<file path="config.mk">
export PLATFORM = sky130hd
export DESIGN_NAME = branch_predictor
export DESIGN_NICKNAME = d
export VERILOG_FILES = /design/src/rtl/branch_predictor.sv
export SDC_FILE = /design/constraint.sdc
export NUM_CORES = 1
export LEC_CHECK = 0
export CORE_MARGIN = 2
export CORE_UTILIZATION = 45
export CTS_BUF_LIST = sky130_fd_sc_hd__clkbuf_8
export DETAILED_ROUTE_END_ITERATION = 8
export HOLD_SLACK_MARGIN = 0.03
export SYNTH_ARGS = -nofsm -noshare
export SYNTH_HDL_FRONTEND = slang
export SYNTH_SLANG_ARGS = --single-unit
</file>
<file path="constraint.sdc">
create_clock -name clk -period 8.7 [get_ports clk]
set_input_delay 1.305 -clock clk [delete_from_list [all_inputs] [get_ports clk]]
set_output_delay 1.305 -clock clk [all_outputs]
set_load 0.01 [all_outputs]
</file>
<file path="src/rtl/branch_predictor.sv">
// Bimodal branch predictor: 2-bit counter table, EX/MEM prediction tags.
// Define BP_STATS_EN to add branch/mispredict statistics counters.
module branch_predictor #(
  parameter int         INDEX_BITS = 6,
  parameter logic [1:0] INIT_STATE = 2'b01
) (
  input  logic        clk,
  input  logic        rst,
  input  logic [31:0] id_pc,
  input  logic        id_is_branch,
  input  logic        id_jump_early,
  input  logic        stall,
  input  logic        flush,
  input  logic        branch_resolved,
  input  logic        actual_taken,
  input  logic        mispredict,
  output logic        predict_taken,
  output logic        jump_taken
`ifdef BP_STATS_EN
  ,
  output logic [31:0] stat_branches,
  output logic [31:0] stat_mispredicts
`endif
);

  localparam int ENTRIES = 1 << INDEX_BITS;

  logic [1:0]            ctr [ENTRIES];
  logic [INDEX_BITS-1:0] idx;
  logic [1:0]            cur;
  logic                  ex_valid;
  logic                  ex_taken;
  logic [INDEX_BITS-1:0] ex_idx;
  logic                  mem_valid;
  logic                  mem_taken;
  logic [INDEX_BITS-1:0] mem_idx;
  logic                  train;
  logic                  unused_pc;

  assign idx = id_pc[INDEX_BITS+1:2];
  assign cur = ctr[idx];
  assign unused_pc = ^{id_pc[31:INDEX_BITS+2], id_pc[1:0]};

  assign predict_taken = id_jump_early | (id_is_branch & cur[1]);
  assign jump_taken    = mem_valid & mem_taken;
  assign train         = branch_resolved & mem_valid;

  // Counter table: saturating train from the MEM slot's index
  always_ff @(posedge clk or negedge rst) begin
    if (!rst) begin
      for (int i = 0; i < ENTRIES; i++) ctr[i] <= INIT_STATE;
    end else if (train) begin
      if (actual_taken) begin
        if (ctr[mem_idx] != 2'b11)
          ctr[mem_idx] <= ctr[mem_idx] + 2'd1;
      end else begin
        if (ctr[mem_idx] != 2'b00)
          ctr[mem_idx] <= ctr[mem_idx] - 2'd1;
      end
    end
  end

  // EX/MEM prediction tags; flush beats stall
  always_ff @(posedge clk or negedge rst) begin
    if (!rst) begin
      ex_valid  <= 1'b0;
      ex_taken  <= 1'b0;
      ex_idx    <= '0;
      mem_valid <= 1'b0;
      mem_taken <= 1'b0;
      mem_idx   <= '0;
    end else if (flush) begin
      ex_valid  <= 1'b0;
      ex_taken  <= 1'b0;
      mem_valid <= 1'b0;
      mem_taken <= 1'b0;
    end else if (stall) begin
      mem_valid <= ex_valid;
      mem_taken <= ex_taken;
      mem_idx   <= ex_idx;
      ex_valid  <= 1'b0;
      ex_taken  <= 1'b0;
    end else begin
      mem_valid <= ex_valid;
      mem_taken <= ex_taken;
      mem_idx   <= ex_idx;
      ex_valid  <= id_is_branch | id_jump_early;
      ex_taken  <= predict_taken;
      ex_idx    <= idx;
    end
  end

`ifdef BP_STATS_EN
  // Count accepted trainings and the mispredicted subset
  always_ff @(posedge clk or negedge rst) begin
    if (!rst) begin
      stat_branches    <= '0;
      stat_mispredicts <= '0;
    end else if (train) begin
      stat_branches <= stat_branches + 32'd1;
      if (mispredict)
        stat_mispredicts <= stat_mispredicts + 32'd1;
    end
  end
`else
  logic unused_mp;
  assign unused_mp = mispredict;
`endif

endmodule

</file>
==> metrics list, run 1 <==
* Outcome: completed
- After synthesis the netlist holds a flip-flop and latch count of 144.
- Dividing the final minimum period by the clock period gives 0.691.
* Post-placement cell area: 8340 µm²
- In the final timing run, aggregate negative setup slack is 0 ps.
* Area of the multi-input gates: 4100 µm²
- I/O pin cnt: 43
* Core Box Area: 17800 µm²
- Mean routed wirelength per cell: 23.5 µm
* Via count: 5964
- Number of flops mapped to enable cells by yosys: 0
- Global-route track usage on met1: 0.320
* Max-cap viol count: 0
- Leakage power total: 3.58 nW
* Sequential fraction of the synthesis area: 0.452
- Clock buffer depth: 2
* Quantity of I/O buffers inserted on ports: 15
- Fill cell total of the finished layout: 1617
* Hold/Removal Path Class: reg2reg
* Reg area: 3680 µm²
- For the final database, setup skew stands at 14.8 ps.
- Overall global routing resource usage: 0.236
* Grt total ovfl: 0
- The max-slew violation count came to 0.
- Initial DRT Pass Iterations: 5
- Setup violations remaining at the end of the flow were counted as 0.
- The finished cells cover 8720 µm².
- The via count of the first global-routing pass came to 6030.
- In this run, post-CTS hold repair placed 0 buffers.
- Met2 global-route usage: 0.367
* Total detailed-routing wirelength: 22100 µm
- Worst VDD drop: 0.146 mV
* Die ar.: 19200 µm²
- Clock-pin slew reported for the worst setup and hold paths after clock tree synthesis: 90 ps
- Antenna diodes: 0
- Number of distinct standard cells referenced by the synthesized netlist: 68
* Type of element capturing the critical path: flip-flop
- Iteration-0 DRC count of the detailed router: 464
* Minimum clock period after layout: 6020 ps
* Required time at the worst-slack endpoint: 9060 ps
- Counting both buffers and inverters, the worst setup path holds a total of 1.
- Using the TritonRoute via totals, the vias-per-cell ratio works out to 6.32.
* Cell family contributing the most delay on the critical path: compound AO/OA/AOI/OAI gates
- Num CTS Buffers: 17
- The tree is rooted in a clkbuf_8.
- Number of placement rows: 49
* Antenna violations before repair: 0
* Area overhead of the layout relative to synthesis: 7.10%
- In the routed design, unresolved DRC markers number 0.
- Starting density of the core: 0.456
* Setup repair after global routing missed its margin: no
* Power density of the placed cells: 197 nW/µm²
- For this run, global-route usage on met3 was measured as 0.0515.
- At the pin with the least slew margin, the transition time is 1310 ps.
- Post-synthesis cell area: 8140 µm²
- Die Y: 139 µm
- By startpoint and endpoint, the worst setup path is classified as reg2reg.
- CP max FO: 32
- For this design, the slowest cell found on the critical path is o21ai_1.
- STA classifies the critical path startpoint as a flip-flop.
- The cell count after synthesis came out at 721.
- Largest stage delay on the critical path: 1010 ps
* Primary FF master, synth: dfrtp_1
* Internal power: 0.00109 W
- Post-CTS sizing: 0
* Fraction of layout cells with a size suffix above 1: 0.321
- For this run, the top clock speed supported by timing is 166 MHz.
- Across all setup checks in the final design, the least slack found is 2680 ps.
- The final hold violation count came to 0.
- Worst hold slack: 470 ps
- After clock tree synthesis, the setup repair step added 0 buffers.
* Clock tree from TritonCTS: done
- Worst Setup Slack post-DPL: 2930 ps
- Detail Route Antenna Nets: 0
- Share of async-settable or async-resettable flops after synthesis: 1.00
- Net Sw Power: 0.000625 W
- Post-synth net total: 764
- Yosys printed 0 warnings.
- The signal on the critical path passes through buf_4, or2_1, o22ai_1, o311a_1, o21ai_1, nand4_1, ha_1, mux2i_1, nor2b_1, nand3_1, o21ai_0, o41ai_2.
- Final total power: 0.00172 W
* H-tree levels: 4
- Entering global routing, the biggest net connects 81 pins.
- Arrival time of data at the critical path endpoint: 6380 ps
* Relative contribution of sequential cells to total power: 0.459
- Synthesized area divided by synthesized cell count: 11.3 µm²
* Source-to-sink clock delay at the later pin of the worst-skew pair: 470 ps
* Most used routing layer: met2
- Switching power share of the total: 0.364
* Logic gate share of total power: 0.239
- The die is 139 µm wide.
* HPWL Detailed: 14400 µm
- After the last flow step, the layout net total stands at 744.
* Slew HR: 0.118
* Clk sinks: 144
- Of the total power, the clock network draws 0.301.
* Routability congestion estimate: 0.863
- First-pass GRT wire length: 35200 µm
- Setup slack on the worst flop-to-flop path: 2680 ps
-- final cells by class --
type | instances | area share
Sequential cell | 144 | 0.422
Clock buffer | 18 | 0.0284
Clock inverter | 14 | 0.0152
Tap cell | 229 | 0.0329
Multi-Input combinational cell | 503 | 0.470
Timing Repair Buffer | 26 | 0.0268
Inverter | 9 | 0.00387
-- Yosys cell counts, types with 3 or more instances --
cell       n  share of area
o41ai_2   32          0.064
nor3b_1    3         0.0028
buf_6      8          0.011
dfstp_2   64           0.21
mux2i_1   42          0.052
mux4_2    10          0.028
a221oi_1  12          0.013
clkbuf_1  35          0.016
mux2_1    10          0.014
buf_2     15         0.0092
o21ai_1   21          0.013
o31ai_1   40          0.037
inv_1      7         0.0032
a21oi_1    8         0.0049
dfrtp_1   80           0.25
nor2_1    23          0.011
o22ai_1    8         0.0061
a211oi_1   3         0.0028
nor3_1     5         0.0031
a22o_1     3         0.0032
nand2_1   59          0.027
nand2b_1   7         0.0054
buf_4      5         0.0046
nand3b_1   4         0.0037
nor2b_1   11         0.0085
nand3_1   19          0.012
mux2_2    64          0.088
o221ai_1   3         0.0032
and2_1     3         0.0023
o21ai_0   58          0.036
a22oi_1    7         0.0065
and3_1     5         0.0038
-- power groups by stage --
stage	clock, W	sequential, W	combinational, W
after floorplan	0	0.000761	0.000303
after detailed placement	0	0.000800	0.000406
after CTS	0.000528	0.000788	0.000407
final	0.000518	0.000790	0.000411
after global placement	0	0.000798	0.000400
after global routing	0.000558	0.000797	0.000438
-- per-layer routing --
metal	vias up	wire length, µm
li1	2709	-
met1	3036	9780
met2	172	10400
met3	47	1220
met4	0	705
met5	-	0
-- cell families (layout without fill, tap and decap cells) --
kind of cell,Yosys count,after routing,synth area share
multiplexers,128,128,0.187
AO/OA/AOI/OAI,217,217,0.216
adder cells (fa/ha/maj),2,2,0.00307
buffers and inverters,74,67,0.0461
XOR/XNOR,2,2,0.00215
flip-flops,144,144,0.452
AND/OR/NAND/NOR,154,154,0.0942
-- worst reg2reg max path: cells and delay by family, from the launching register on --
| family | cells | cell delay, ps |
|---|---|---|
| AO/OA/AOI/OAI | 5 | 2230 |
| AND/OR/NAND/NOR | 4 | 1790 |
| flip-flops | 1 | 990 |
| multiplexers | 1 | 250 |
| buffers and inverters | 1 | 420 |
| adder cells (fa/ha/maj) | 1 | 260 |
-- placed cells by master (no fill, tap or decap), types with 11 or more instances in the layout --
cell type,Yosys,final
o21ai_1,21,21
a221oi_1,12,12
nor2b_1,11,11
dfrtp_1,80,79
o41ai_2,32,32
o21ai_0,58,58
nand3_1,19,19
mux2_2,64,64
nor2_1,23,23
dfstp_2,64,64
nand2_1,59,59
clkdlybuf4s50_1,0,14
clkbuf_8,0,18
mux2i_1,42,42
o31ai_1,40,40
buf_4,5,11
-- final timing paths --
path                            start         to  cells past startpoint
hold reg to reg              ex_valid  mem_valid                      1
setup reg to reg           mem_idx[0]  flip-flop                     12
min in group asynchronous         rst   ctr[113]                      1
hold / removal               ex_valid  mem_valid                      1
setup / recovery           mem_idx[0]  flip-flop                     12
max in group asynchronous         rst    ctr[65]                      2
-- stage by stage --
| step | std cells | utilization |
|---|---|---|
| final | 943 | 0.489 |
| after global routing | 943 | 0.489 |
| after CTS | 943 | 0.489 |
| after detailed placement | 911 | 0.468 |
| after global placement | 911 | 0.468 |
| after floorplan | 721 | - |
(Power assumes the default switching activity.)
==> inputs of run 2 (changes only) <==
PLACE_DENSITY = 0.65   (was unset)
clock period = 4.9 ns   (was 8.7 ns; I/O delays follow)
==> run 2 against run 1 <==
Combinational power grew 80%; hold slack lost 100 ps; sequential cell count is the same; setup slack lost 2400 ps; cell count grew 1.3%; clock skew shrank 1.9 ps; critical path type unchanged; largest power group unchanged.
==> metrics list, run 2 (same netlist as run 1, synthesis figures left out) <==
- The run finished with clean final reports.
- HPWL Detailed: 14500 µm
* Detail Route Antenna Nets: 0
* Top library cells by usage in the layout, fill and taps aside: dfrtp_1 (79), mux2_2 (64), dfstp_2 (64), nand2_1 (59), o21ai_0 (58)
- At the pin with the least slew margin, the transition time is 1120 ps.
- First-pass GRT wire length: 35300 µm
- Clock tree from TritonCTS: done
* Initial DRT Pass Iterations: 6
- Switching power share of the total: 0.351
- Clock-pin slew reported for the worst setup and hold paths after clock tree synthesis: 80 ps
* H-tree levels: 4
- The repair_antennas step left the layout with diodes totalling 0.
- Core Box Area: 17800 µm²
- For this run, the total global-route usage over all layers was measured as 0.236.
* Post-CTS sizing: 0
- Worst VDD drop: 0.259 mV
* Quantity of hold-fixing buffers added after cts: 0
- Measured in cells, the most critical reg-to-reg path has a length of 12.
- Total detailed-routing wirelength: 21800 µm
- In the final layout, the share of cells above drive strength 1 is 0.332.
* Quantity of I/O buffers inserted on ports: 15
- Fmax achieved: 217 MHz
- The congestion estimate from routability-driven global placement came to 0.954.
* Num CTS Buffers: 17
* Iteration-0 DRC count of the detailed router: 570
* Clk sinks: 144
- Measured against its own limit, the worst slew margin works out to 0.253.
- Pin placement for this block handled 43 I/O pins.
- Grt total ovfl: 0
- In the final design database the tool counted 756 nets.
- Share of power burned in the clock network: 0.314
- Arrival time of data at the critical path endpoint: 4980 ps
- Horizontal extent of the die: 139 µm
* Final setup viols: 0
- Hold/Removal Path Class: in2async
- Max-cap viol count: 0
- Fill cell total of the finished layout: 1625
- Starting density of the core: 0.456
- Via count of the first global-routing pass: 6267
- Power density of the placed cells: 352 nW/µm²
- Relative to the synthesized area, the layout overhead comes to 8.80%.
* Setup repair after global routing missed its margin: no
- Largest net degree at the start of global routing: 101
- In this run the worst path has a maximum fanout of 32.
- Minimum clock period after layout: 4610 ps
- The floorplan step defined a die boundary enclosing 19200 µm².
- In the finished design, the share of the clock period the worst path needs comes to 0.941.
- Setup crit start kind: flip-flop
- Number of hold violations in the final report: 0
- Setup total negative slack on the finished layout was measured at 0 ps.
- Dividing the detail-routed via count by the number of cells gives 6.45.
* Cell chosen for the clock root: clkbuf_8
* Net Sw Power: 0.00110 W
- Die Y: 139 µm
- Across all layers, the routed design uses 6161 vias.
- Post-CTS setup buffer count: 0
* Path type of the worst setup path: reg2reg
* Relative contribution of sequential cells to total power: 0.449
- Final total power: 0.00312 W
- STA classifies the critical path endpoint as a flip-flop.
- The share of total power dissipated in combinational logic is 0.236.
- On the final layout, the worst hold slack is 370 ps.
* Antenna violations before repair: 0
- Worst setup skew after layout: 12.8 ps
- Share of the core filled with cells in the final layout: 0.497
- The library cell used most frequently in the layout, excluding fill and tap cells, is dfrtp_1.
* Mean routed wirelength per cell: 22.8 µm
- Remaining routing DRC violations: 0
* Final slew viol count: 0
* Number of placement rows: 49
- Clock buffer depth: 2
- Required time at the worst-slack endpoint: 5270 ps
* Source-to-sink clock delay at the later pin of the worst-skew pair: 480 ps
- Leakage power total: 3.66 nW
- The internal power of the cells totals 0.00203 W.
run 2: layout make-up:
type                    count  area [µm²]  area share
clock buffers              19         262      0.0295
well taps                 229         287      0.0323
multi-input cells         503        4100       0.463
inverters                   9        33.8     0.00381
repair buffers             38         337      0.0380
clock inverters            13         155      0.0175
flip-flops and latches    144        3680       0.416
run 2: power groups by stage:
stage	sequential [W]	clock (W)	combinational (W)
4_1_cts	0.00140	0.00100	0.000731
6_report	0.00140	0.000980	0.000738
2_1_floorplan	0.00135	0	0.000538
5_1_grt	0.00142	0.00106	0.000788
3_5_place_dp	0.00142	0	0.000730
3_3_place_gp	0.00142	0	0.000713
run 2: final timing paths:
check	startpoint	to	slack [ps]
setup / recovery	mem_idx[1]	flip-flop	290
hold / removal	rst	ctr[113]	370
setup reg to reg	mem_idx[1]	flip-flop	290
hold reg to reg	flip-flop	flip-flop	470
max in group asynchronous	rst	async pin	3420
min in group clk	flip-flop	flip-flop	470
run 2: worst max-delay path, cell delays in order, from the launching register on:
cell and delay (ps):
dfrtp_1 800, buf_4 410, nand2_1 300, o32ai_1 310
a221oi_2 120, o311a_1 380, and4_1 160, ha_1 190
mux2i_1 200, nand3_1 240, or3_1 820, o21ai_0 420
o41ai_2 130
run 2: per-layer routing:
layer / wire [µm] / GRT usage / vias up
met5: 0 / 0 / -
li1: - / - / 2723
met2: 10100 / 0.359 / 211
met3: 1330 / 0.0480 / 62
met1: 9450 / 0.321 / 3165
met4: 871 / 0.120 / 0
run 2: metrics by stage:
step	std cells	area, µm²	worst slack, ps
floorplan	721	8140	1480
global placement	923	8440	527
detailed placement	923	8440	402
CTS	955	8860	365
global route	955	8860	16.0
finish	955	8860	288
